**config.mk**
```make
export PLATFORM = sky130hd
export DESIGN_NAME = dma_io_peripheral
export DESIGN_NICKNAME = d
export VERILOG_FILES = /design/src/rtl/dma_io_peripheral.sv
export SDC_FILE = /design/constraint.sdc
export NUM_CORES = 1
export LEC_CHECK = 0
export ABC_AREA = 1
export CORE_MARGIN = 1.5
export CORE_UTILIZATION = 50
export CTS_CLUSTER_SIZE = 28
export DETAILED_ROUTE_END_ITERATION = 6
export GPL_TIMING_DRIVEN = 0
export PLACE_DENSITY = 0.74
export SLEW_MARGIN = 25
export SYNTH_ARGS = -nofsm -noshare
export SYNTH_HDL_FRONTEND = slang
export SYNTH_SLANG_ARGS = --single-unit
```
**constraint.sdc**
```tcl
create_clock -name CLK -period 7.71 [get_ports CLK]
set_input_delay 1.542 -clock CLK [delete_from_list [all_inputs] [get_ports CLK]]
set_output_delay 1.542 -clock CLK [all_outputs]
set_load 0.005 [all_outputs]
```
**src/rtl/dma_io_peripheral.sv**
```systemverilog
// dma_io_peripheral: peripheral-side responder for an 8237A-style DMA channel.
// Holds an outgoing FIFO (drained by IOR_N strobes) and an incoming FIFO
// (filled by IOW_N strobes), raises DREQ while service is needed and tracks
// terminal count (EOP_N) and strobe protocol violations.
//
// state    | meaning
// ---------+----------------------------------------------------------
// S_IDLE   | no request; mode latched; waits for enable and FIFO need
// S_REQ    | DREQ high, waiting for DACK
// S_ACKED  | DACK seen, waiting for the strobe on the latched path
// S_STROBE | strobe low; word completes on its rising edge
module dma_io_peripheral #(
    parameter int DEPTH = 8,
    parameter int WIDTH = 8
) (
    input  logic             CLK,
    input  logic             RESET,
    input  logic             enable,
    input  logic [1:0]       mode,
    input  logic             DACK,
    input  logic             IOR_N,
    input  logic             IOW_N,
    input  logic             EOP_N,
    input  logic [WIDTH-1:0] DB_IN,
    output logic [WIDTH-1:0] DB_OUT,
    output logic             DB_OE,
    output logic             DREQ,
    input  logic             tx_valid,
    input  logic [WIDTH-1:0] tx_data,
    output logic             tx_ready,
    output logic             rx_valid,
    output logic [WIDTH-1:0] rx_data,
    input  logic             rx_ready,
    output logic             tc_seen,
    output logic             proto_err
);

    localparam int AW = $clog2(DEPTH);
    localparam logic [AW:0] FULL = (AW+1)'(DEPTH);
    localparam logic [1:0] MODE_D2M = 2'b01;
    localparam logic [1:0] MODE_M2D = 2'b10;

    typedef enum logic [1:0] {S_IDLE, S_REQ, S_ACKED, S_STROBE} state_t;

    state_t           r_state;
    logic [1:0]       r_mode_q;
    logic             r_dreq;
    logic             r_db_oe;
    logic [WIDTH-1:0] r_db_out;
    logic [WIDTH-1:0] r_wr_data;
    logic             r_eop_pend;
    logic             r_tc_seen;
    logic             r_proto_err;

    logic [WIDTH-1:0] r_tx_mem [DEPTH];
    logic [AW-1:0]    r_tx_wr;
    logic [AW-1:0]    r_tx_rd;
    logic [AW:0]      r_tx_cnt;
    logic [WIDTH-1:0] r_rx_mem [DEPTH];
    logic [AW-1:0]    r_rx_wr;
    logic [AW-1:0]    r_rx_rd;
    logic [AW:0]      r_rx_cnt;

    logic             w_proto;
    logic             w_tx_push;
    logic             w_tx_pop;
    logic             w_rx_push;
    logic             w_rx_pop;
    logic [AW:0]      w_tx_cnt_next;
    logic [AW:0]      w_rx_cnt_next;
    logic             w_more;
    logic             w_eop_now;

    // FIFO handshakes and DMA-side transfer strobes
    always_comb begin
        w_proto   = DACK && !IOR_N && !IOW_N;
        w_tx_push = tx_valid && (r_tx_cnt != FULL);
        w_rx_pop  = rx_ready && (r_rx_cnt != '0);
        // a word completes only on the strobe rise while still acknowledged
        w_tx_pop  = (r_state == S_STROBE) && (r_mode_q == MODE_D2M) && DACK && IOR_N && !w_proto;
        w_rx_push = (r_state == S_STROBE) && (r_mode_q == MODE_M2D) && DACK && IOW_N && !w_proto;
        w_tx_cnt_next = r_tx_cnt + {{AW{1'b0}}, w_tx_push} - {{AW{1'b0}}, w_tx_pop};
        w_rx_cnt_next = r_rx_cnt + {{AW{1'b0}}, w_rx_push} - {{AW{1'b0}}, w_rx_pop};
        w_more    = (r_mode_q == MODE_D2M) ? (w_tx_cnt_next != '0) : (w_rx_cnt_next != FULL);
        w_eop_now = r_eop_pend || !EOP_N;
    end

    // FIFO storage; contents need no reset because pointers and counts do
    always_ff @(posedge CLK) begin
        if (w_tx_push) r_tx_mem[r_tx_wr] <= tx_data;
        if (w_rx_push) r_rx_mem[r_rx_wr] <= r_wr_data;
    end

    // FIFO pointers and occupancy counters
    always_ff @(posedge CLK) begin
        if (RESET) begin
            r_tx_wr  <= '0;
            r_tx_rd  <= '0;
            r_tx_cnt <= '0;
            r_rx_wr  <= '0;
            r_rx_rd  <= '0;
            r_rx_cnt <= '0;
        end else begin
            if (w_tx_push) r_tx_wr <= r_tx_wr + 1'b1;
            if (w_tx_pop)  r_tx_rd <= r_tx_rd + 1'b1;
            if (w_rx_push) r_rx_wr <= r_rx_wr + 1'b1;
            if (w_rx_pop)  r_rx_rd <= r_rx_rd + 1'b1;
            r_tx_cnt <= w_tx_cnt_next;
            r_rx_cnt <= w_rx_cnt_next;
        end
    end

    // Sticky protocol-error flag: both strobes low while acknowledged
    always_ff @(posedge CLK) begin
        if (RESET)        r_proto_err <= 1'b0;
        else if (w_proto) r_proto_err <= 1'b1;
    end

    // Request/strobe sequencer with registered DREQ, DB_OE and DB_OUT
    always_ff @(posedge CLK) begin
        if (RESET) begin
            r_state    <= S_IDLE;
            r_mode_q   <= 2'b00;
            r_dreq     <= 1'b0;
            r_db_oe    <= 1'b0;
            r_db_out   <= '0;
            r_wr_data  <= '0;
            r_eop_pend <= 1'b0;
            r_tc_seen  <= 1'b0;
        end else begin
            case (r_state)
                S_IDLE: begin
                    r_dreq     <= 1'b0;
                    r_db_oe    <= 1'b0;
                    r_eop_pend <= 1'b0;
                    r_mode_q   <= mode;
                    if (!enable) r_tc_seen <= 1'b0;
                    if (enable && !r_tc_seen &&
                        (((mode == MODE_D2M) && (r_tx_cnt != '0)) ||
                         ((mode == MODE_M2D) && (r_rx_cnt != FULL)))) begin
                        r_state <= S_REQ;
                        r_dreq  <= 1'b1;
                    end
                end
                S_REQ: begin
                    if (DACK) begin
                        r_state <= S_ACKED;
                    end else if (!enable) begin
                        r_state <= S_IDLE;
                        r_dreq  <= 1'b0;
                    end
                end
                S_ACKED: begin
                    if (!DACK) begin
                        r_state <= S_IDLE;
                        r_dreq  <= 1'b0;
                    end else begin
                        if (!EOP_N) r_eop_pend <= 1'b1;
                        // a colliding strobe pair never starts a word
                        if (!w_proto) begin
                            if ((r_mode_q == MODE_D2M) && !IOR_N) begin
                                r_state  <= S_STROBE;
                                r_db_oe  <= 1'b1;
                                r_db_out <= r_tx_mem[r_tx_rd];
                            end else if ((r_mode_q == MODE_M2D) && !IOW_N) begin
                                r_state   <= S_STROBE;
                                r_wr_data <= DB_IN;
                            end
                        end
                    end
                end
                S_STROBE: begin
                    if (!DACK) begin
                        r_state <= S_IDLE;
                        r_dreq  <= 1'b0;
                        r_db_oe <= 1'b0;
                    end else begin
                        if (!EOP_N) r_eop_pend <= 1'b1;
                        if ((r_mode_q == MODE_M2D) && !IOW_N) r_wr_data <= DB_IN;
                        if (w_tx_pop || w_rx_push) begin
                            r_db_oe <= 1'b0;
                            if (w_eop_now) begin
                                r_tc_seen  <= 1'b1;
                                r_eop_pend <= 1'b0;
                                r_state    <= S_IDLE;
                                r_dreq     <= 1'b0;
                            end else if (w_more) begin
                                r_state <= S_ACKED;
                            end else begin
                                r_state <= S_IDLE;
                                r_dreq  <= 1'b0;
                            end
                        end
                    end
                end
                default: begin
                    r_state <= S_IDLE;
                    r_dreq  <= 1'b0;
                    r_db_oe <= 1'b0;
                end
            endcase
        end
    end

    assign DREQ      = r_dreq;
    assign DB_OE     = r_db_oe;
    assign DB_OUT    = r_db_out;
    assign tc_seen   = r_tc_seen;
    assign proto_err = r_proto_err;
    assign tx_ready  = (r_tx_cnt != FULL);
    assign rx_valid  = (r_rx_cnt != '0);
    assign rx_data   = r_rx_mem[r_rx_rd];

endmodule

```
# Word level (Yosys, flattened, before mapping)
# Memory sizes are Yosys's and may differ from the RTL's. A register that Yosys moved wholly into a read port is not among the register bits.
# Index checks and enable logic that the tools add are counted.
totals:
  ff_bits: 37
  mem_bits_rw: 128
  inputBits: 27
  output_inout_bits: 22
  wordCells: 142
  n_memories: 2
memory_table:
  columns: ["memory", "words", "width", "read_ports", "rd_ports_with_merged_regs", "wr", "line", "source"]
  rows:
  - ["r_rx_mem", 8, 8, 1, 1, 1, "59", "logic [WIDTH-1:0] r_rx_mem [DEPTH];"]
  - ["r_tx_mem", 8, 8, 1, 1, 1, "55", "logic [WIDTH-1:0] r_tx_mem [DEPTH];"]
classes:
  add_sub_neg: 8
  eq_ne: 27
  mux: 50
  n_bitwise: 1
  reduce_logical: 40
ops:
  columns: ["cell", "n"]
  rows:
  - ["$mux W8", 5]
  - ["$mux W1", 26]
  - ["$reduce_and A5 Y1", 5]
  - ["$mux W2", 11]
  - ["$ne A2 B2 Y1 const B", 11]
  - ["$ne A4 B4 Y1 const B", 5]
  - ["$logic_and A1 B1 Y1", 18]
  - ["$pmux W8 S2", 1]
  - ["$add A3 B1 Y3 const B", 4]
  - ["$reduce_bool A4 Y1", 3]
  - ["$add A4 B1 Y4", 2]
  - ["$eq A2 B2 Y1 const B", 4]
  - ["$pmux W2 S4", 1]
  - ["$sub A4 B1 Y4", 2]
  - ["$eq A2 B1 Y1 const B", 3]
  - ["$mux W3", 2]
  - ["$ne A3 B3 Y1 const B", 2]
  - ["$pmux W1 S3", 2]
  - ["$logic_not A1 Y1", 5]
  - ["$pmux W1 S4", 1]
  - ["$reduce_and A4 Y1", 1]
  - ["$reduce_bool A2 Y1", 2]
  - ["$logic_or A1 B1 Y1", 3]
  - ["$ne A3 B2 Y1 const B", 1]
  - ["6 further kinds", 6]

# Longest topological paths before layout
# Gate-level depths: netlist of run 1.
logic_depth:
  ltp_word: 14
  ltp_mapped: 20

# Worst setup path after synthesis of run 1
# OpenSTA, ideal clock, no wires.
synth_timing:
  path_kind: "input-to-reg"
  from: "in DACK"
  to: "reg r_state[1]"
  arrival_ps: 3412
  required_time_ps: 7580
  path_slack_ps: 4168
  cell_stages: 18
  n_path_buf: 0
  path_cell_list: "nand2_2 -> nor2_2 -> nand2_2 -> inv_1 -> ha_1 -> inv_1 -> ha_1 -> inv_1 -> fa_1 -> inv_1 -> nor2_1 -> nand2_1 -> nor2_1 -> nand3_1 -> nand3_1 -> nand2_1 -> nand2_1 -> a21oi_2"
synth_lines:
  columns: ["item", "line", "source"]
  rows:
  - ["start: declaration", "20", "input logic DACK,"]
  - ["$logic_and A1 B1 Y1 (2 in series)", "76", "w_proto = DACK && !IOR_N && !IOW_N;"]
  - ["$logic_not A1 Y1", null, null]
  - ["$logic_and A1 B1 Y1 (*)", "80", "w_tx_pop = (r_state == S_STROBE) && (r_mode_q == MODE_D2M) && DACK && IOR_N && !w_proto;"]
  - ["named net w_tx_pop", "66", "logic w_tx_pop;"]
  - ["$sub A4 B1 Y4", "82", "w_tx_cnt_next = r_tx_cnt + {{AW{1'b0}}, w_tx_push} - {{AW{1'b0}}, w_tx_pop};"]
  - ["$reduce_bool A4 Y1", "84", "w_more = (r_mode_q == MODE_D2M) ? (w_tx_cnt_next != '0) : (w_rx_cnt_next != FULL);"]
  - ["$mux W1", "84", null]
  - ["$mux W2", "187", "end else if (w_more) begin"]
  - ["$mux W2", "182", "if (w_eop_now) begin"]
  - ["$mux W2", "180", "if (w_tx_pop || w_rx_push) begin"]
  - ["$mux W2", "173", "if (!DACK) begin"]
  - ["$pmux W2 S4", "131", "case (r_state)"]
  - ["end signal: assignment", "174", "r_state <= S_IDLE;"]
  - ["end signal: assignment", "185", "r_state <= S_IDLE;"]
  - ["end signal: assignment", "188", "r_state <= S_ACKED;"]
  - ["end: declaration", "45", "state_t r_state;"]
# The timed path passes the listed nets; every way through them passes the cells marked *. The select of a mux whose other input is x is not followed.
# A chain may end at the register's enable or synchronous reset.

==> results by group, run 1 <==
STA
  • Fmax: 0.240 GHz
  • Max-slew violations: 0
  • Final setup violation count: 0
  • Final setup skew: 0.00850 ns
  • Worst-margin pin slew: 0.969 ns
  • Minimum clock period after layout: 4.17 ns
  • Final hold viol count: 0
  • Slew margin rel.: 35.2%
  • Setup_tns: 0 ns
  • Final period util: 54.1%
  • RSZ-0062 raised after global routing: false

Floorplan
  • Die Wd: 125 µm
  • Die Ht: 125 µm
  • Ports: 49
  • Die area: 15,500 µm²
  • Row cnt: 44
  • Core ar.: 14,500 µm²
  • Initial Utilization: 51.0%

Routing
  • Wire per inst: 17.1 µm
  • Vias per cell: 5.60
  • Initial DRC Count: 393
  • Routed Antenna Nets: 0
  • Drt first pass iters: 5
  • Routed WL: 16.5 mm
  • Via count: 5,412
  • # DRC: 0

Pwr
  • Post-layout power: 2.52 mW
  • Worst vdd ir: 0.175 mV
  • Power Dens Cells: 289 nW/µm²
  • Pleak: 3.22 nW

Clock tree
  • CTS tree: built
  • Worst-Skew Late Latency: 0.43 ns
  • Total CTS buffers: 17
  • Hold_buf cts: 0
  • Clock tree root buffer cell: clkbuf_16
  • Max clock buf depth: 2
  • Count of cells resized by post-cts repair: 0
  • Postcts setup bufs: 0
  • Htree depth: 4
  • TritonCTS Sinks: 176
  • CTS clk-pin slew, worst paths: 0.07 ns

Logic synthesis
  • Sequential cell area fraction in the yosys report: 65.1%
  • #FFs+latches synth: 176
  • Mean Syn Cell Area: 10.5 µm²
  • Yosys cell types: 27
  • Most common cell in the netlist: nor2_1
  • Synth top area share: 52.1%
  • Synth top cells by count: 157 x nor2_1, 128 x edfxtp_1, 93 x o21ai_0
  • Net count after synthesis: 754
  • Commonest register cell after synthesis: edfxtp_1
  • Post-synth EDFFs: 128
  • Post-Syn Instances: 704
  • Number of warning messages in the yosys log: 0
  • Mapped cell area: 7380 µm²
  • Dominant cells by area after synthesis: edfxtp_1 52%, dfxtp_1 13%, nor2_1 8.0%
  • Synth area leader: edfxtp_1
  • Ys async rst share: 0%

Placed design
  • Placed Instances: 935
  • HPWL after DPL: 11.3 mm
  • # port buffers: 47
  • GPL Wtd Cong: 0.882
  • Placed cell areas: 8100 µm²

Worst setup path
  • CP arrival: 2.63 ns
  • Crit start category: flip-flop
  • Required time worst endpoint: 6.17 ns
  • Reg2reg path depth: 19
  • Setup slack, reg-to-reg: 4.57 ns
  • CP Class: flip-flop to output pin
  • Crit Path Max Fanout: 10
  • Reg2reg start: r_state[0]
  • Crit. End Element: output pin
  • Worst r2r dst: r_state[1]

Run
  • Max-Cap Viols: 0

Cells and area
  • Final instance area: 8720 µm²
  • Non-filler cells, final: 967
  • Area growth syn-to-layout: 18.1%
  • Nets: 820
  • Fill cell count: 1,162
  • Layout cells sized above 1: 7.66%
  • Ant diodes: 0

Hold path
  • Hold Path Class: flip-flop to flip-flop
  • Worst Hold Path EP: r_rx_rd[2]
  • Hold path depth: 1
  • Hold_sp: r_rx_rd[2]

GRT
  • Total global routing overflow: 0
  • Vias in the first global route: 5,333
  • Total track usage: 21.9%
  • Largest net degree at the start of global routing: 19
  • First-pass GRT wire length: 26.2 mm
  • Antenna violations before repair: 0

Run status
  • Outcome: completed
-- registers in the layout, summed over array words and instances (netlist names), named ones only --
name and count:
DB_OE 1, DB_OUT 8, DREQ 1, proto_err 1
r_eop_pend 1, r_mode_q 2, r_rx_cnt 4, r_rx_mem 64
r_rx_rd 3, r_rx_wr 3, r_state 2, r_tx_cnt 4
r_tx_mem 64, r_tx_rd 3, r_tx_wr 3, r_wr_data 8
tc_seen 1
-- cells by family after synthesis --
| family | synth area share (%) |
|---|---|
| DFF | 65.1 |
| AOI/OAI and AO/OA | 11.6 |
| buffers and inverters | 4.46 |
| and+or+nand+nor | 14.8 |
| adders and majority gates | 4.10 |
-- layout make-up --
cell class / count / area (µm²) / area share, %
multi-input cells: 442 / 2270 / 26.0
flip-flops and latches: 176 / 4800 / 55.1
clock inverters: 15 / 194 / 2.22
plain buffers: 23 / 92.6 / 1.06
inverters: 63 / 236 / 2.71
well taps: 184 / 230 / 2.64
repair buffers: 47 / 470 / 5.39
clock buffers: 17 / 425 / 4.88
-- through the flow --
stage	worst slack [ns]	hold WS, ns	util, %
final	3.54	0.460	60.3
after global routing	3.29	0.490	60.3
after global placement	3.22	0.432	55.8
after CTS	3.50	0.456	60.2
after floorplan	4.17	0.412	-
after detailed placement	3.19	0.436	55.9
-- layout by cell type, fill, tap and decap left out --
cell             Yosys  routed
a21oi_1             29      29
a21oi_2              1       1
a31oi_1              8       8
and3_1               1       1
buf_2                5       5
bufinv_16            0       2
clkbuf_1            18      18
clkbuf_16            0      17
clkdlybuf4s50_1      0      47
clkinv_2             0       1
clkinv_4             0       1
clkinv_8             0       2
clkinvlp_4           0       1
dfxtp_1             48      48
edfxtp_1           128     128
fa_1                 2       2
ha_1                21      21
inv_1               59      59
inv_2                4       4
inv_6                0       4
inv_8                0       4
nand2_1             59      59
nand2_2              5       5
nand3_1             26      26
nand3_2              1       1
nand4_1              1       1
nor2_1             157     157
nor2_2               3       3
nor2_4               2       2
nor3_2               0       4
nor3_4               2       2
o211ai_1            16      16
o21a_1               1       1
o21ai_0             93      93
o22ai_1              9       9
or2_2                1       1
-- power by group --
part / leakage [nW] / switching (mW) / internal (mW)
sequential: 1.56 / 0.0333 / 1.06
combinational: 1.35 / 0.312 / 0.223
clock: 0.302 / 0.393 / 0.495
total: 3.22 / 0.739 / 1.78
-- worst max-delay path, cell delays in order, from the launching register on --
cell and delay (ns):
dfxtp_1 0.39, inv_1 0.19, clkbuf_1 0.44, o21ai_0 0.22, o22ai_1 0.19, nor2_1 0.07
a31oi_1 0.17, clkdlybuf4s50_1 0.52
-- how the worst max path moves through the flow --
stage              start          to  slack, ns
6_report       flip-flop  rx_data[0]       3.54
5_1_grt        flip-flop  rx_data[0]       3.29
4_1_cts        flip-flop  rx_data[0]       3.50
3_5_place_dp        DACK  r_state[1]       3.19
3_3_place_gp        DACK  r_state[1]       3.22
2_1_floorplan       DACK  r_state[1]       4.17
-- per-layer routing --
| layer | share of wire (%) | track usage [%] | vias up |
|---|---|---|---|
| li1 | - | - | 2565 |
| met1 | 40 | 25.1 | 2581 |
| met2 | 51 | 39.0 | 224 |
| met3 | 5.8 | 4.30 | 42 |
| met4 | 3.4 | 10.9 | 0 |
| met5 | 0 | 0 | - |
(Power assumes the default switching activity.)
==> run 2: changes to the inputs <==
--- a/config.mk
+++ b/config.mk
@@ -11,7 +11,7 @@
 export CTS_CLUSTER_SIZE = 28
 export DETAILED_ROUTE_END_ITERATION = 6
 export GPL_TIMING_DRIVEN = 0
-export PLACE_DENSITY = 0.74
+export PLACE_DENSITY = 0.77
 export SLEW_MARGIN = 25
 export SYNTH_ARGS = -nofsm -noshare
 export SYNTH_HDL_FRONTEND = slang
==> constraint.sdc (replaced) <==
create_clock -name CLK -period 3.8 [get_ports CLK]
set_input_delay 0.76 -clock CLK [delete_from_list [all_inputs] [get_ports CLK]]
set_output_delay 0.76 -clock CLK [all_outputs]
set_load 0.005 [all_outputs]
==> run 2 against run 1 <==
Effect of this change:
- clock skew rose by 0.0037 ns
- register-to-register slack got worse by 3.9 ns
- sequential share of layout area rose by 0.47 points
- clock-buffer cell count rose by 1
- sequential cell count did not move
- non-clock buffer count did not move
- first-iteration DRC count rose by 21%
- die area did not move
- highest routed layer unchanged
- routed wire length rose by 1.9%
- via count fell by 0.42%
==> results by group, run 2 (same netlist as run 1, synthesis figures left out) <==
GRT
  • Antenna violations before repair: 0
  • Total global routing overflow: 0
  • Vias in the first global route: 5,368
  • First-pass GRT wire length: 26.8 mm
  • Largest net degree at the start of global routing: 17
  • Total track usage: 22.4%

Worst setup path
  • Slowest cell on crit path: clkdlybuf4s50_1
  • CP Class: flip-flop to output pin
  • Crit start category: flip-flop
  • Max stage delay on crit path: 0.53 ns
  • CP arrival: 2.69 ns
  • Critical path cell sequence: inv_1 -> clkbuf_1 -> o21ai_0 -> o22ai_1 -> nor2_1 -> a31oi_1 -> clkdlybuf4s50_1
  • Delay-heaviest family, CP: buffers and inverters
  • Crit Path Max Fanout: 10
  • Crit path buffers/inverters: 3
  • Crit. End Element: output pin
  • Required time worst endpoint: 3.04 ns

Routing
  • Highest routed layer: met4
  • Met3 WL: 905 µm
  • Metal2 WL: 9.01 mm
  • Routed Antenna Nets: 0
  • Initial DRC Count: 476
  • Post-Route M1 WL: 6.65 mm
  • Wire per inst: 17.4 µm
  • Routed WL: 16.8 mm
  • Via count: 5,389
  • Drt first pass iters: 7
  • # DRC: 0
  • Vias per cell: 5.57

STA
  • RSZ-0062 raised after global routing: false
  • Final hold viol count: 0
  • Minimum clock period after layout: 3.45 ns
  • Max-slew violations: 0
  • Fmax: 0.290 GHz
  • Final setup violation count: 0
  • Setup_tns: 0 ns
  • Worst-margin pin slew: 0.912 ns
  • Final period util: 90.7%
  • Slew margin rel.: 39.0%
  • Final setup skew: 0.0122 ns

Clock tree
  • Count of cells resized by post-cts repair: 0
  • TritonCTS Sinks: 176
  • Max clock buf depth: 2
  • Hold_buf cts: 0
  • CTS tree: built
  • Postcts setup bufs: 0
  • CTS clk-pin slew, worst paths: 0.06 ns
  • Total CTS buffers: 17
  • Htree depth: 4
  • Worst-Skew Late Latency: 0.43 ns
  • Clock tree root buffer cell: clkbuf_16

Cells and area
  • Layout cells sized above 1: 7.02%
  • Largest registers: r_rx_mem: 64 flops, r_tx_mem: 64 flops
  • Commonest non-fill, non-tap cell in the layout: nor2_1
  • Nets: 820
  • Area growth syn-to-layout: 17.1%
  • Fill cell count: 1,160
  • Commonest cells after routing, fill and taps aside: 157 x nor2_1, 128 x edfxtp_1, 93 x o21ai_0
  • Ant diodes: 0

Floorplan
  • Die area: 15,500 µm²
  • Ports: 49
  • Die Ht: 125 µm
  • Initial Utilization: 51.0%
  • Row cnt: 44
  • Core ar.: 14,500 µm²
  • Die Wd: 125 µm

Placed design
  • HPWL after DPL: 11.5 mm
  • GPL Wtd Cong: 0.868
  • # port buffers: 47

Pwr
  • Post-layout power: 4.94 mW
  • Pleak: 3.21 nW
  • Worst vdd ir: 0.300 mV
  • Power Dens Cells: 571 nW/µm²

Run
  • Max-Cap Viols: 0

Hold path
  • Hold Path Class: flip-flop to flip-flop

Run status
  • Outcome: completed
run 2: cell count changes in the layout (fill, tap and decap cells not counted), sizes merged:
cell      previous run  this run
bufinv               2         1
clkbuf              35        36
clkinv               4         5
clkinvlp             1         5
inv                 71        66
run 2: power by group:
part | switching, mW | total (mW) | internal [mW]
Combinational | 0.642 | 1.09 | 0.452
Clock | 0.717 | 1.61 | 0.898
Sequential | 0.0678 | 2.23 | 2.16
Total | 1.43 | 4.94 | 3.51
run 2: stage by stage:
| step | cells | utilization, % | instance area, µm² | hold WS (ns) | worst slack (ns) |
|---|---|---|---|---|---|
| 2_1_floorplan | 704 | - | 7380 | 0.412 | 1.04 |
| 3_3_place_gp | 935 | 55.8 | 8090 | 0.435 | 0.0816 |
| 3_5_place_dp | 935 | 56.0 | 8110 | 0.446 | 0.0571 |
| 4_1_cts | 967 | 59.7 | 8650 | 0.457 | 0.361 |
| 5_1_grt | 967 | 59.7 | 8650 | 0.468 | 0.198 |
| 6_report | 967 | 59.7 | 8650 | 0.456 | 0.352 |
run 2: worst paths after layout:
path,endpoint,cells past startpoint,slack [ns],start
setup / recovery,rx_data[4],7,0.35,flip-flop
hold / removal,DB_OE,2,0.46,DB_OE
hold reg to reg,DB_OE,2,0.46,DB_OE
setup reg to reg,r_state[1],19,0.66,r_state[0]
run 2: tightest hold or removal path, stage by stage, from the launching register on:
cell and delay, ns:
dfxtp_1 0.31, inv_1 0.05, a21oi_1 0.05
run 2: cell type report:
| class | count | area [µm²] | area share (%) |
|---|---|---|---|
| multi-input cells | 442 | 2270 | 26.3 |
| inverters | 63 | 236 | 2.73 |
| repair buffers | 47 | 470 | 5.44 |
| clock inverters | 14 | 116 | 1.35 |
| flip-flops and latches | 176 | 4800 | 55.5 |
| clock buffers | 18 | 429 | 4.96 |
| well taps | 184 | 230 | 2.66 |
| plain buffers | 23 | 92.6 | 1.07 |
run 2: routing by layer:
metal,vias up,track usage (%)
met5,-,0
met4,0,8.99
met3,26,4.25
met2,211,40.5
met1,2587,26.3
li1,2565,-
